### config.mk
export PLATFORM = sky130hd
export DESIGN_NAME = mem_addr_ctrl_flat
export DESIGN_NICKNAME = d
export VERILOG_FILES = /design/src/rtl/mem_addr_ctrl_pkg.sv /design/src/rtl/mem_addr_ctrl_if.sv /design/src/rtl/mem_addr_ctrl_pc_next.sv /design/src/rtl/mem_addr_ctrl.sv /design/src/flat_wrapper.sv
export SDC_FILE = /design/constraint.sdc
export NUM_CORES = 1
export LEC_CHECK = 0
export ABC_AREA = 1
export BUFFER_PORTS_ARGS = -buffer_cell sky130_fd_sc_hd__buf_2
export CORE_AREA = 2 2 126 177
export DETAILED_ROUTE_END_ITERATION = 12
export DIE_AREA = 0 0 128 179
export PLACE_DENSITY = 0.56
export REMOVE_ABC_BUFFERS = 1
export SYNTH_ARGS = -nofsm -noshare
export SYNTH_HDL_FRONTEND = slang
export SYNTH_SLANG_ARGS = --single-unit
### constraint.sdc
create_clock -name clk -period 2.3 [get_ports clk]
set_input_delay 0.23 -clock clk [delete_from_list [all_inputs] [get_ports clk]]
set_output_delay 0.23 -clock clk [all_outputs]
set_load 0.01 [all_outputs]
### src/rtl/mem_addr_ctrl_pkg.sv
// Shared encodings for the PC/memory-address unit: PC source codes, address
// source, access sizes, FSM states and the data-alignment helper.
package mem_addr_ctrl_pkg;

  localparam int REG_LEN_DEF = 32;

  localparam logic [2:0] PC_ALU  = 3'd0;
  localparam logic [2:0] PC_P4   = 3'd1;
  localparam logic [2:0] PC_M4   = 3'd2;
  localparam logic [2:0] PC_OLD  = 3'd3;
  localparam logic [2:0] PC_TRAP = 3'd4;

  localparam logic MEM_PC  = 1'b0;
  localparam logic MEM_ALU = 1'b1;

  localparam logic [1:0] SZ_B = 2'd0;
  localparam logic [1:0] SZ_H = 2'd1;
  localparam logic [1:0] SZ_W = 2'd2;

  typedef enum logic {
    ST_IDLE = 1'b0,
    ST_WAIT = 1'b1
  } state_e;

  // Byte accesses (and the unused size code 3) never fault.
  function automatic logic data_misaligned(input logic [1:0] addr_lo,
                                           input logic [1:0] size);
    logic mis;
    mis = 1'b0;
    if (size == SZ_H) mis = addr_lo[0];
    else if (size == SZ_W) mis = |addr_lo;
    return mis;
  endfunction

endpackage

### src/rtl/mem_addr_ctrl_if.sv
// Memory-port bundle between the address unit (master) and main memory (slave).
interface mem_addr_ctrl_if import mem_addr_ctrl_pkg::*; #(
  parameter int REG_LEN = REG_LEN_DEF
);
  logic [REG_LEN-1:0] addr;
  logic               mem_req;
  logic               mem_ready;

  modport master (output addr, output mem_req, input mem_ready);
  modport slave  (input addr, input mem_req, output mem_ready);
endinterface

### src/rtl/mem_addr_ctrl_pc_next.sv
// Combinational next-PC selection with instruction-alignment check on jumps.
module pc_next import mem_addr_ctrl_pkg::*; #(
  parameter int                 REG_LEN  = REG_LEN_DEF,
  parameter logic [REG_LEN-1:0] TRAP_VEC = REG_LEN'(32'h0000_0100),
  parameter int unsigned        STEP     = 4,
  parameter int                 IALIGN   = 2
) (
  input  logic [REG_LEN-1:0] pc_i,
  input  logic [REG_LEN-1:0] alu_out_i,
  input  logic [2:0]         pc_sel_i,
  output logic [REG_LEN-1:0] pc_nxt_o,
  output logic [REG_LEN-1:0] epc_nxt_o,
  output logic               epc_we_o,
  output logic               mis_pc_o
);

  logic jump_mis;
  assign jump_mis = (alu_out_i[IALIGN-1:0] != '0);

  always_comb begin
    pc_nxt_o  = pc_i;
    epc_nxt_o = pc_i;
    epc_we_o  = 1'b0;
    mis_pc_o  = 1'b0;
    case (pc_sel_i)
      PC_ALU: begin
        if (jump_mis) begin
          // A bad jump target traps; the target itself is what gets recorded.
          pc_nxt_o  = TRAP_VEC;
          epc_nxt_o = alu_out_i;
          epc_we_o  = 1'b1;
          mis_pc_o  = 1'b1;
        end else begin
          pc_nxt_o = alu_out_i;
        end
      end
      PC_P4:   pc_nxt_o = pc_i + REG_LEN'(STEP);
      PC_M4:   pc_nxt_o = pc_i - REG_LEN'(STEP);
      PC_TRAP: begin
        pc_nxt_o = TRAP_VEC;
        epc_we_o = 1'b1;
      end
      default: pc_nxt_o = pc_i;
    endcase
  end

endmodule

### src/rtl/mem_addr_ctrl.sv
// Program counter, exception PC and memory-address FSM with request/ready
// handshake; the address is frozen while memory stalls.
module mem_addr_ctrl import mem_addr_ctrl_pkg::*; #(
  parameter int                 REG_LEN  = REG_LEN_DEF,
  parameter logic [REG_LEN-1:0] RESET_PC = '0,
  parameter logic [REG_LEN-1:0] TRAP_VEC = REG_LEN'(32'h0000_0100),
  parameter int unsigned        STEP     = 4,
  parameter int                 IALIGN   = 2
) (
  input  logic               clk,
  input  logic               rst_n,
  input  logic [2:0]         pc_sel,
  input  logic               pc_upd,
  input  logic               mem_sel,
  input  logic [1:0]         acc_size,
  input  logic               req_valid,
  input  logic [REG_LEN-1:0] alu_out,
  output logic [REG_LEN-1:0] pc,
  output logic [REG_LEN-1:0] epc,
  output logic               done,
  output logic               busy,
  output logic               mis_pc,
  output logic               mis_data,
  mem_addr_ctrl_if.master    mem
);

  state_e             state_q, state_d;
  logic [REG_LEN-1:0] pc_q, pc_d;
  logic [REG_LEN-1:0] epc_q, epc_d;
  logic [REG_LEN-1:0] addr_q, addr_d;
  logic               mem_req_q, mem_req_d;
  logic               done_q, done_d;
  logic               mis_pc_q, mis_pc_d;
  logic               mis_data_q, mis_data_d;

  logic [REG_LEN-1:0] pc_nxt, epc_nxt, cand_addr;
  logic               epc_we, mis_pc_nxt;

  pc_next #(
    .REG_LEN  (REG_LEN),
    .TRAP_VEC (TRAP_VEC),
    .STEP     (STEP),
    .IALIGN   (IALIGN)
  ) u_pc_next (
    .pc_i      (pc_q),
    .alu_out_i (alu_out),
    .pc_sel_i  (pc_sel),
    .pc_nxt_o  (pc_nxt),
    .epc_nxt_o (epc_nxt),
    .epc_we_o  (epc_we),
    .mis_pc_o  (mis_pc_nxt)
  );

  // Requests sample the registered PC, so a same-cycle update is not seen.
  assign cand_addr = (mem_sel == MEM_ALU) ? alu_out : pc_q;

  always_comb begin
    state_d    = state_q;
    addr_d     = addr_q;
    mem_req_d  = mem_req_q;
    done_d     = 1'b0;
    mis_data_d = 1'b0;
    pc_d       = pc_q;
    epc_d      = epc_q;
    mis_pc_d   = 1'b0;

    case (state_q)
      ST_IDLE: begin
        if (req_valid) begin
          if ((mem_sel == MEM_ALU) && data_misaligned(cand_addr[1:0], acc_size)) begin
            mis_data_d = 1'b1;
          end else begin
            addr_d    = cand_addr;
            mem_req_d = 1'b1;
            state_d   = ST_WAIT;
          end
        end
      end
      ST_WAIT: begin
        if (mem.mem_ready) begin
          mem_req_d = 1'b0;
          done_d    = 1'b1;
          state_d   = ST_IDLE;
        end
      end
      default: state_d = ST_IDLE;
    endcase

    if (pc_upd && !mem_req_q) begin
      pc_d     = pc_nxt;
      mis_pc_d = mis_pc_nxt;
      if (epc_we) epc_d = epc_nxt;
    end
  end

  always_ff @(posedge clk or negedge rst_n) begin
    if (!rst_n) begin
      state_q    <= ST_IDLE;
      pc_q       <= RESET_PC;
      epc_q      <= '0;
      addr_q     <= '0;
      mem_req_q  <= 1'b0;
      done_q     <= 1'b0;
      mis_pc_q   <= 1'b0;
      mis_data_q <= 1'b0;
    end else begin
      state_q    <= state_d;
      pc_q       <= pc_d;
      epc_q      <= epc_d;
      addr_q     <= addr_d;
      mem_req_q  <= mem_req_d;
      done_q     <= done_d;
      mis_pc_q   <= mis_pc_d;
      mis_data_q <= mis_data_d;
    end
  end

  assign pc          = pc_q;
  assign epc         = epc_q;
  assign mem.addr    = addr_q;
  assign mem.mem_req = mem_req_q;
  assign done        = done_q;
  assign busy        = mem_req_q;
  assign mis_pc      = mis_pc_q;
  assign mis_data    = mis_data_q;

endmodule

### src/flat_wrapper.sv
// flat-port wrapper written by rule: the top's interface ports become plain ports
module mem_addr_ctrl_flat import mem_addr_ctrl_pkg::*;
#(
  parameter int                 REG_LEN  = REG_LEN_DEF,
  parameter logic [REG_LEN-1:0] RESET_PC = '0,
  parameter logic [REG_LEN-1:0] TRAP_VEC = REG_LEN'(32'h0000_0100),
  parameter int unsigned        STEP     = 4,
  parameter int                 IALIGN   = 2
)
  (clk, rst_n, pc_sel, pc_upd, mem_sel, acc_size, req_valid, alu_out, pc, epc, done, busy, mis_pc, mis_data, mem_addr, mem_mem_req, mem_mem_ready);
  mem_addr_ctrl_if #(.REG_LEN(REG_LEN)) mem_i ();
  input  logic clk;
  input  logic rst_n;
  input  logic [2:0] pc_sel;
  input  logic pc_upd;
  input  logic mem_sel;
  input  logic [1:0] acc_size;
  input  logic req_valid;
  input  logic [REG_LEN-1:0] alu_out;
  output logic [REG_LEN-1:0] pc;
  output logic [REG_LEN-1:0] epc;
  output logic done;
  output logic busy;
  output logic mis_pc;
  output logic mis_data;
  output wire logic [$bits(mem_i.addr)-1:0] mem_addr;
  output wire logic [$bits(mem_i.mem_req)-1:0] mem_mem_req;
  input wire logic [$bits(mem_i.mem_ready)-1:0] mem_mem_ready;
  assign mem_addr = mem_i.addr;
  assign mem_mem_req = mem_i.mem_req;
  assign mem_i.mem_ready = mem_mem_ready;
  mem_addr_ctrl #(.REG_LEN(REG_LEN), .RESET_PC(RESET_PC), .TRAP_VEC(TRAP_VEC), .STEP(STEP), .IALIGN(IALIGN)) u_core (.clk(clk), .rst_n(rst_n), .pc_sel(pc_sel), .pc_upd(pc_upd), .mem_sel(mem_sel), .acc_size(acc_size), .req_valid(req_valid), .alu_out(alu_out), .pc(pc), .epc(epc), .done(done), .busy(busy), .mis_pc(mis_pc), .mis_data(mis_data), .mem(mem_i));
endmodule
==> results of run 1 <==
-- power by group through the flow --
stage	combinational (mW)	clock, mW	sequential (mW)
6_report	4.68	1.69	3.17
5_1_grt	5.30	1.80	3.30
4_1_cts	4.72	1.74	3.20
3_5_place_dp	4.70	0	3.23
3_3_place_gp	4.66	0	3.21
2_1_floorplan	2.31	0	3.46
-- routing by layer --
metal / track usage [%] / part of all wire, %
met5: 0 / 0
met4: 9.982 / 3.6
met3: 2.387 / 3.1
met2: 37.37 / 51
met1: 24.12 / 43
-- cell type report --
class                   instances  share of cell area (%)
clock buffers                  11                   2.802
clock inverters                 4                  0.8378
inverters                     153                   6.630
multi-input cells             763                   42.18
flip-flops and latches        101                   29.18
well taps                     264                   3.813
repair buffers                210                   14.56
-- cells in the final DEF, fill, tap and decap left out, types with 4 or more instances in the layout --
cell type	Yosys	layout
inv_1	148	148
a21oi_1	46	46
nor2_2	2	4
dfrtp_1	101	101
buf_2	11	142
buf_4	4	64
o21ai_0	72	72
nand3_1	77	76
clkbuf_16	0	9
a31oi_1	42	42
o21bai_1	4	4
or2_2	5	5
inv_2	4	4
nor2_1	100	98
ha_1	28	28
nand4_1	5	5
nand2_1	354	354
o211ai_1	4	4
-- registers in the layout (all words and copies together), names as in the netlist --
name / cells
u_core.done: 1
u_core.epc: 32
u_core.mis_pc: 1
u_core.busy: 1
u_core.mem.addr: 32
u_core.mis_data: 1
u_core.pc: 32
u_core.state_q: 1
-- worst min-delay path by stage --
stage,slack [ns],end,depth (start not counted)
2_1_floorplan,-0.07,u_core.busy$_DFFE_PN0P_,0
3_3_place_gp,0.25,u_core.epc[5]$_DFFE_PN0P_,1
3_5_place_dp,0.25,u_core.epc[5]$_DFFE_PN0P_,1
4_1_cts,0.05,u_core.state_q$_DFF_PN0_,2
5_1_grt,0.06,u_core.state_q$_DFF_PN0_,2
6_report,0.07,u_core.state_q$_DFF_PN0_,2
-- critical path: cells and delay by family, from the launching register on --
family	cells	cell delay, ns
AOI/OAI and AO/OA	2	0.42
and+or+nand+nor	7	0.63
adders and majority gates	1	0.38
DFF	1	0.46
buffers and inverters	1	0.17
-- cells by family after synthesis --
kind of cell,Yosys count
xor gates and xnor gates,1
buffers and inverters,191
muxes,3
AOI/OAI and AO/OA,177
and+or+nand+nor,553
adders and majority gates,29
DFF,101
-- cell usage after synthesis (all sizes together), types with 2 or more instances --
library cell  count
nand2           354
inv             152
nor2            103
dfrtp           101
nand3            78
o21ai            74
a21oi            48
a31oi            42
ha               28
clkbuf           23
buf              15
nand4             5
or2               5
o211ai            4
o21bai            4
and2              3
mux2              3
nor3              3
a22oi             2
nand3b            2
-- timing repair --
| item | CTS | global route |
|---|---|---|
| gates resized for setup | 0 | 3 |
| endpoints found under the hold margin | 34 | 0 |
| hold buffers | 1 | 0 |
| setup endpoints to repair | 0 | 5 |
==> metrics, run 1 <==
status completed; Power, Total about 9.5 mW; largest net degree at the start of global routing 43; vias in the first global route between 6k and 7k; core area approximately 21,000 µm²; Reg power frac about a third; Filler cells between 2k and 2.5k; Syn Area/Cell ~6.6 µm²; row cnt 64; TritonRoute pass-1 iters 5; Setup WS post-layout 0.1740 ns; number of flops mapped to enable cells by yosys 0; final setup fails 0; first-iteration detailed-routing DRC count slightly above 300; combinational group share of total power between 40 and 50%; Max-slew headroom approximately 64%; Die Y approximately 180 µm; PD cells 1102 nW/µm²; postcts setup bufs 0; Area Overhead vs Synth 25.35%; worst-path maximum fanout 5; Fmax between 0.4 and 0.5 GHz; clk buf depth 2; internal power roughly 5.5 mW; Cell variety after synth 35; Synth Area in Compound Gates between 10 and 15%; post-synth top area share 36.57%; cells on worst reg2reg path 11; reg-to-reg slack, setup approximately 0.17 ns; fin crit period around 2.1 ns; Clock Sinks 101; fin util roughly two fifths; multi-input logic area between 3000 and 4000 µm²; synthesized area just under 7000 µm²; RR Startpoint u_core.pc[9]$_DFFE_PN0P_; dpl cells ~1.5k; critical path, cell by cell ha_1 > nand2_1 > nand2_1 > a21oi_1 > nand3_1 > buf_4 > nand2_1 > nand2_1 > nand2_1 > nand3_1 > a21oi_1; initial antenna violation count 0; Gate Count Post-Synth 1,055; final max-slew violation count 0; area leader, netlist dfrtp_1; Seq cells post-synth around 100; Tightest Pin Transition between 0.5 and 0.6 ns; RSZ-0062 raised after global routing no; Inserted Diodes 0; num ports roughly 140; Clock Latency Late Sink between 0.3 and 0.4 ns; slowest CP cell dfrtp_1; initial cell density of the core between 30% and 40%; max-cap viol count 0; dpl hpwl 18,210 µm; max incr delay on CP 0.46 ns; Fin Hold WS ~0.066 ns; layout cells sized above 1 approximately 20%; die area ~23,000 µm²; fin area roughly 8700 µm²; root buf cell clkbuf_16; Worst-path clk slew around 0.07 ns; WL/cell approximately 15 µm; Hold Fails Final Rpt 0; DP Area about 8300 µm²; first-pass GRT wire length ~37,000 µm; sequential element share of the synthesized area 36.57%; DRC violations left 0; Worst Hold Class in -> reg; setup_tns 0 ns; Worst setup endpoint u_core.pc[20]$_DFFE_PN0P_; largest cells by area after synthesis dfrtp_1 (37%), nand2_1 (19%), inv_1 (8.0%), nand3_1 (5.6%), nor2_1 (5.4%); Post-Layout Cell Count around 1.5k; mux cell area share after synthesis less than 1%; post-synthesis adder-cell area fraction between 5 and 6%; gr ovfl total 0; Synth Area in XOR/XNOR less than 1%; Simple-Gate Fraction of Synth Area about a third; Ys Warns 0; crit share post-route roughly 90%; Critical path origin u_core.pc[9]$_DFFE_PN0P_; register area 2527 µm²; DR vias approximately 7.2k; main combinational cell family by area after synthesis simple AND/OR/NAND/NOR gates; HP Start mem_mem_ready; RR Endpoint u_core.pc[20]$_DFFE_PN0P_; CP arrival 2.41 ns; PortBufs 143; Switching Share around 43%; GRT Overall Usage about a fifth; Async SR Flop Fraction 100.0%; Setup WS pre-CTS -0.2009 ns; cts bufs inserted 9; CP dominant cell by count nand2_1; net switching power figure between 4 and 5 mW; Die X roughly 130 µm; H-tree levels 3; vias per cell 4.778; Synth Flop Type dfrtp_1; WP data required ~2.6 ns; Antenna Nets Post-Route 0; RD Place Congestion about 0.94; worst clock skew 0.01428 ns; worst vdd ir 0.4421 mV; CP Capture Type flip-flop; Startpoint Class flip-flop; type of the worst setup path reg -> reg; clock power share 17.7%; Total Wirelength between 20,000 and 25,000 µm; CTS tree yes; Final #Nets ~1.3k; P_leak slightly below 5 nW
Power figures use the tool's default switching activity.
==> inputs of run 2 (changes only) <==
--- a/config.mk
+++ b/config.mk
@@ -7,9 +7,9 @@
 export LEC_CHECK = 0
 export ABC_AREA = 1
 export BUFFER_PORTS_ARGS = -buffer_cell sky130_fd_sc_hd__buf_2
-export CORE_AREA = 2 2 126 177
+export CORE_AREA = 2 2 148 150
 export DETAILED_ROUTE_END_ITERATION = 12
-export DIE_AREA = 0 0 128 179
+export DIE_AREA = 0 0 150 152
 export PLACE_DENSITY = 0.56
 export REMOVE_ABC_BUFFERS = 1
 export SYNTH_ARGS = -nofsm -noshare
==> constraint.sdc (replaced) <==
create_clock -name clk -period 2.7 [get_ports clk]
set_input_delay 0.27 -clock clk [delete_from_list [all_inputs] [get_ports clk]]
set_output_delay 0.27 -clock clk [all_outputs]
set_load 0.01 [all_outputs]
==> run 2 against run 1 <==
Net effect: die area down 0.49%; final area down 4.7%; power down 21%; via count down 2.4%; global-route usage down 1.3 points; maximum frequency down 10%; setup slack better by 0.15 ns; clock skew down 0.0028 ns; sequential power down 14%; critical endpoint is now u_core.pc[26]$_DFFE_PN0P_; largest power group unchanged; flip-flop and latch count unchanged; non-clock buffer count down 49.
==> metrics, run 2 (synthesis results as in run 1) <==
layout cells sized above 1 16.08% (was 19.65%); Hold Fails Final Rpt 0 (unchanged); PortBufs 143 (unchanged); Inserted Diodes 0 (unchanged); dpl hpwl 16,580 µm (was 18,210 µm); internal power 4.179 mW (was 5.485 mW); vias per cell 4.764 (was 4.778); fin area 8259 µm² (was 8662 µm²); worst clock skew 0.01145 ns (was 0.01428 ns); status completed (unchanged); dpl cells 1,457 (was 1,490); largest net degree at the start of global routing 63 (was 43); Antenna Nets Post-Route 0 (unchanged); Switching Share 44.77% (was 42.52%); Die Y 152 µm (was 179 µm); Worst Hold Class in -> reg (unchanged); Total Wirelength 21,770 µm (was 23,070 µm); CP arrival 2.66 ns (was 2.41 ns); num ports 144 (unchanged); initial cell density of the core 32.37% (was 32.20%); cts bufs inserted 9 (unchanged); DRC violations left 0 (unchanged); max-cap viol count 0 (unchanged); worst vdd ir 0.3338 mV (was 0.4421 mV); P_leak 4.575 nW (was 4.849 nW); Max-slew headroom 60.94% (was 64.05%); type of the worst setup path reg -> reg (unchanged); row cnt 54 (was 64); Clock Sinks 101 (unchanged); Tightest Pin Transition 0.5859 ns (was 0.5392 ns); Post-Layout Cell Count 1,474 (was 1,506); Die X 150 µm (was 128 µm); GRT Overall Usage 19.34% (was 20.65%); TritonRoute pass-1 iters 7 (was 5); vias in the first global route 6,694 (was 6,979); CTS tree yes (unchanged); Fmax 0.4214 GHz (was 0.4704 GHz); final setup fails 0 (unchanged); first-pass GRT wire length 35,300 µm (was 36,510 µm); Clock Latency Late Sink 0.36 ns (was 0.37 ns); root buf cell clkbuf_16 (unchanged); DP Area 7979 µm² (was 8327 µm²); Worst-path clk slew 0.07 ns (about the same); WL/cell 14.77 µm (was 15.32 µm); Filler cells 2,326 (was 2,356); PD cells 916.1 nW/µm² (was 1102 nW/µm²); initial antenna violation count 0 (unchanged); Final #Nets 1,261 (was 1,310); WP data required 2.98 ns (was 2.59 ns); Area Overhead vs Synth 19.52% (was 25.35%); worst-path maximum fanout 6 (was 5); final max-slew violation count 0 (unchanged); clk buf depth 2 (unchanged); commonest non-fill, non-tap cell in the layout nand2_1 (unchanged); Startpoint Class flip-flop (unchanged); net switching power figure 3.387 mW (was 4.057 mW); die area 22,800 µm² (was 22,910 µm²); fin util 38.68% (was 40.36%); gr ovfl total 0 (unchanged); fin crit period 2.373 ns (was 2.126 ns); first-iteration detailed-routing DRC count 437 (was 309); crit share post-route 87.89% (was 92.43%); DR vias 7,022 (was 7,196); CP Capture Type flip-flop (unchanged); RD Place Congestion 0.9408 (was 0.9379); core area 21,350 µm² (was 21,460 µm²); H-tree levels 3 (unchanged); clock power share 16.5% (was 17.7%); combinational group share of total power 47.4% (was 49.1%); setup_tns 0 ns (unchanged); Reg power frac 36.1% (was 33.3%); RSZ-0062 raised after global routing no (unchanged); most frequent cells in the layout nand2_1 (354), inv_1 (148), buf_2 (142) (unchanged)
run 2: cell count changes in the layout (fill, tap and decap cells not counted), moves of 2 or more:
| cell | before | now |
|---|---|---|
| buf_4 | 64 | 15 |
| bufinv_16 | 2 | 0 |
| clkinv_4 | 0 | 2 |
| nor2_1 | 98 | 100 |
| nor2_2 | 4 | 2 |
run 2: final cells by class:
type / count / area (µm²) / share of cell area, %
tap: 280 / 350.3 / 4.242
timing repair buffer: 161 / 893.4 / 10.82
clock buffer: 11 / 232.7 / 2.818
clock inverter: 5 / 37.54 / 0.4545
multi-input combinational: 763 / 3643 / 44.11
sequential: 101 / 2527 / 30.60
inverter: 153 / 574.3 / 6.953
run 2: final timing paths:
kind,slack (ns),endpoint,cells past startpoint,startpoint
min in group asynchronous,0.33,u_core.done$_DFF_PN0_,2,rst_n
worst min register to register,0.48,u_core.mem.addr[6]$_DFFE_PN0P_,2,u_core.mem.addr[6]$_DFFE_PN0P_
worst min-delay path,0.10,u_core.state_q$_DFF_PN0_,2,mem_mem_ready
worst max-delay path,0.33,u_core.pc[26]$_DFFE_PN0P_,11,u_core.pc[2]$_DFFE_PN0P_
max in group asynchronous,1.66,u_core.mem.addr[26]$_DFFE_PN0P_,3,rst_n
worst max register to register,0.33,u_core.pc[26]$_DFFE_PN0P_,11,u_core.pc[2]$_DFFE_PN0P_
run 2: metal layers:
| metal | routed length (µm) | track usage (%) | vias up |
|---|---|---|---|
| li1 | - | - | 3642 |
| met1 | 10770 | 26.95 | 3203 |
| met2 | 9806 | 31.57 | 161 |
| met3 | 911 | 2.763 | 16 |
| met4 | 281 | 4.717 | 0 |
| met5 | 0 | 0 | - |
run 2: stage by stage:
step | power (mW) | setup slack (ns) | hold slack [ns]
2_1_floorplan | 4.915 | -0.1561 | -0.02559
3_3_place_gp | 6.317 | 0.2351 | 0.1705
3_5_place_dp | 6.375 | 0.2277 | 0.1738
4_1_cts | 7.652 | 0.3743 | 0.08962
5_1_grt | 8.257 | 0.2084 | 0.09115
6_report | 7.566 | 0.3269 | 0.1003
run 2: power groups by stage:
stage | sequential, mW | combinational (mW) | clock (mW)
after detailed placement | 2.78 | 3.60 | 0
final | 2.73 | 3.59 | 1.25
after global placement | 2.76 | 3.56 | 0
after global routing | 2.84 | 4.07 | 1.35
after floorplan | 2.94 | 1.97 | 0
after CTS | 2.75 | 3.62 | 1.28
run 2: critical path, stage by stage, from the launching register on:
cell	delay, ns
dfrtp_1	0.48
inv_1	0.14
fa_1	0.43
inv_1	0.17
nand3_1	0.10
nand3_1	0.22
nand2_1	0.08
nand2_1	0.19
nand2_1	0.10
nand4_1	0.10
nand3_1	0.14
a21oi_1	0.15
run 2: timing repair:
item	in CTS	in global routing
setup buffers	0	0
hold buffers	1	0
resized for setup	0	0
setup endpoints to repair	0	0
hold endpoints to repair	18	0
==> inputs of run 3 (changes only) <==
--- a/config.mk
+++ b/config.mk
@@ -7,9 +7,9 @@
 export LEC_CHECK = 0
 export ABC_AREA = 1
 export BUFFER_PORTS_ARGS = -buffer_cell sky130_fd_sc_hd__buf_2
-export CORE_AREA = 2 2 148 150
+export CORE_AREA = 10 10 156 158
 export DETAILED_ROUTE_END_ITERATION = 12
-export DIE_AREA = 0 0 150 152
+export DIE_AREA = 0 0 166 168
 export PLACE_DENSITY = 0.56
 export REMOVE_ABC_BUFFERS = 1
 export SYNTH_ARGS = -nofsm -noshare
==> run 3 against run 2 <==
Net effect: critical path depth did not move; via count decreased by 2.0%; largest cell class unchanged; highest routed layer unchanged; sequential power is essentially flat.
==> metrics, run 3 (synthesis results as in run 1) <==
status completed (unchanged); RD Place Congestion 0.9695 (was 0.9408); most frequent cells in the layout nand2_1 (354), inv_1 (148), buf_2 (142) (unchanged); Post-Layout Cell Count 1,476 (was 1,474); combinational group share of total power 47.1% (was 47.4%); final setup fails 0 (unchanged); setup_tns 0 ns (unchanged); CP bufs+invs 2 (unchanged); commonest non-fill, non-tap cell in the layout nand2_1 (unchanged); slowest CP cell dfrtp_1 (unchanged); clk buf depth 2 (unchanged); max-cap viol count 0 (unchanged); Inserted Diodes 0 (unchanged); H-tree levels 3 (unchanged); Final #Nets 1,263 (was 1,261); Antenna Nets Post-Route 0 (unchanged); worst vdd ir 0.3543 mV (was 0.3338 mV); cts bufs inserted 9 (unchanged); Filler cells 2,331 (was 2,326); critical path, cell by cell inv_1 > fa_1 > inv_1 > nand3_1 > nand3_1 > nand3_1 > nand3_1 > nand2_1 > nand3_1 > nand3_1 > a21oi_1 (was inv_1 > fa_1 > inv_1 > nand3_1 > nand3_1 > nand2_1 > nand2_1 > nand2_1 > nand4_1 > nand3_1 > a21oi_1); worst clock skew 0.01658 ns (was 0.01145 ns); Switching Share 45.06% (was 44.77%); Fmax 0.4222 GHz (was 0.4214 GHz); Startpoint Class flip-flop (unchanged); Tightest Pin Transition 0.5826 ns (was 0.5859 ns); RSZ-0062 raised after global routing no (unchanged); Total Wirelength 23,050 µm (was 21,770 µm); DR vias 6,884 (was 7,022); first-pass GRT wire length 37,700 µm (was 35,300 µm); P_leak 4.599 nW (was 4.575 nW); Max-slew headroom 61.16% (was 60.94%); fin crit period 2.368 ns (was 2.373 ns); num ports 144 (unchanged); Clock Latency Late Sink 0.36 ns (about the same); GRT Overall Usage 16.37% (was 19.34%); type of the worst setup path reg -> reg (unchanged); crit share post-route 87.71% (was 87.89%); largest net degree at the start of global routing 60 (was 63); net switching power figure 3.458 mW (was 3.387 mW); CTS tree yes (unchanged); row cnt 54 (unchanged); root buf cell clkbuf_16 (unchanged); initial antenna violation count 0 (unchanged); WP data required 2.99 ns (was 2.98 ns); vias in the first global route 6,880 (was 6,694); clock power share 17.2% (was 16.5%); worst-path maximum fanout 6 (unchanged); Worst-path clk slew 0.08 ns (was 0.07 ns); PortBufs 143 (unchanged); first-iteration detailed-routing DRC count 470 (was 437); Power, Total 7.673 mW (was 7.566 mW); Clock Sinks 101 (unchanged); Top delay family on crit path simple AND/OR/NAND/NOR gates (unchanged); die area 27,890 µm² (was 22,800 µm²); register area 2527 µm² (unchanged); PD cells 926.3 nW/µm² (was 916.1 nW/µm²); WL/cell 15.62 µm (was 14.77 µm); Reg power frac 35.6% (was 36.1%); final max-slew violation count 0 (unchanged); dpl cells 1,459 (was 1,457); Worst Hold Class in -> reg (unchanged); layout cells sized above 1 16.39% (was 16.08%); DRC violations left 0 (unchanged); dpl hpwl 18,090 µm (was 16,580 µm); initial cell density of the core 32.26% (was 32.37%); CP arrival 2.65 ns (was 2.66 ns); gr ovfl total 0 (unchanged); max incr delay on CP 0.48 ns (about the same); Hold Fails Final Rpt 0 (unchanged); Die X 166 µm (was 150 µm); Die Y 168 µm (was 152 µm); CP Capture Type flip-flop (unchanged); PostCTS Resize Cnt 0 (unchanged); multi-input logic area 3643 µm² (unchanged); internal power 4.216 mW (was 4.179 mW); core area 21,420 µm² (was 21,350 µm²); Fin Hold WS 0.1138 ns (was 0.1003 ns); vias per cell 4.664 (was 4.764); Area Overhead vs Synth 19.88% (was 19.52%); TritonRoute pass-1 iters 6 (was 7); CP dominant cell by count nand3_1
-- run 3: cell types whose count changed in the layout (fill, tap and decap cells not counted) --
cell	previous run	this run
clkinv_2	1	0
inv_6	0	2
buf_4	15	18
clkbuf_8	0	1
buf_12	3	2
clkbuf_1	2	0
clkinvlp_4	2	1
inv_8	0	1
-- run 3: stage by stage --
step                utilization, %  area, µm²  setup slack, ns
finish                       38.68       8284           0.3317
global route                 38.68       8284           0.1346
CTS                          38.68       8284           0.3075
detailed placement           37.26       7981           0.2045
global placement             37.26       7981           0.1476
floorplan                        -       6738          -0.1561
-- run 3: per-layer routing --
metal	global-route usage, %	share of wire [%]	vias to the layer above
met3	3.190	4.3	10
met5	0	0	-
met1	22.17	50	3106
met4	3.737	1.2	0
met2	26.38	45	129
li1	-	-	3639
-- run 3: what timing repair did --
action                    CTS  global route
setup buffers               0             0
hold buffers                1             0
hold endpoints to repair   34             0
-- run 3: path summary, 6_finish.rpt --
kind / cells past startpoint / startpoint / endpoint / slack [ns]
worst max register to register: 11 / u_core.pc[2]$_DFFE_PN0P_ / u_core.pc[30]$_DFFE_PN0P_ / 0.33
worst min-delay path: 2 / mem_mem_ready / u_core.state_q$_DFF_PN0_ / 0.11
max in group asynchronous: 3 / rst_n / u_core.epc[28]$_DFFE_PN0P_ / 1.61
min in group asynchronous: 2 / rst_n / u_core.epc[1]$_DFFE_PN0P_ / 0.42
worst min register to register: 2 / u_core.epc[1]$_DFFE_PN0P_ / u_core.epc[1]$_DFFE_PN0P_ / 0.48
worst max-delay path: 11 / u_core.pc[2]$_DFFE_PN0P_ / u_core.pc[30]$_DFFE_PN0P_ / 0.33
-- run 3: final cells by class --
class,instances,area share [%]
inverter,153,6.932
clock buffer,10,2.885
sequential,101,30.51
clock inverter,6,0.6494
timing repair buffer,163,10.81
multi-input combinational,763,43.98
tap,280,4.229
-- run 3: power groups by stage --
stage / combinational (mW) / sequential [mW] / clock (mW)
floorplan: 1.97 / 2.94 / 0
global placement: 3.64 / 2.74 / 0
CTS: 3.68 / 2.75 / 1.36
detailed placement: 3.67 / 2.77 / 0
global route: 4.14 / 2.85 / 1.42
finish: 3.62 / 2.73 / 1.32
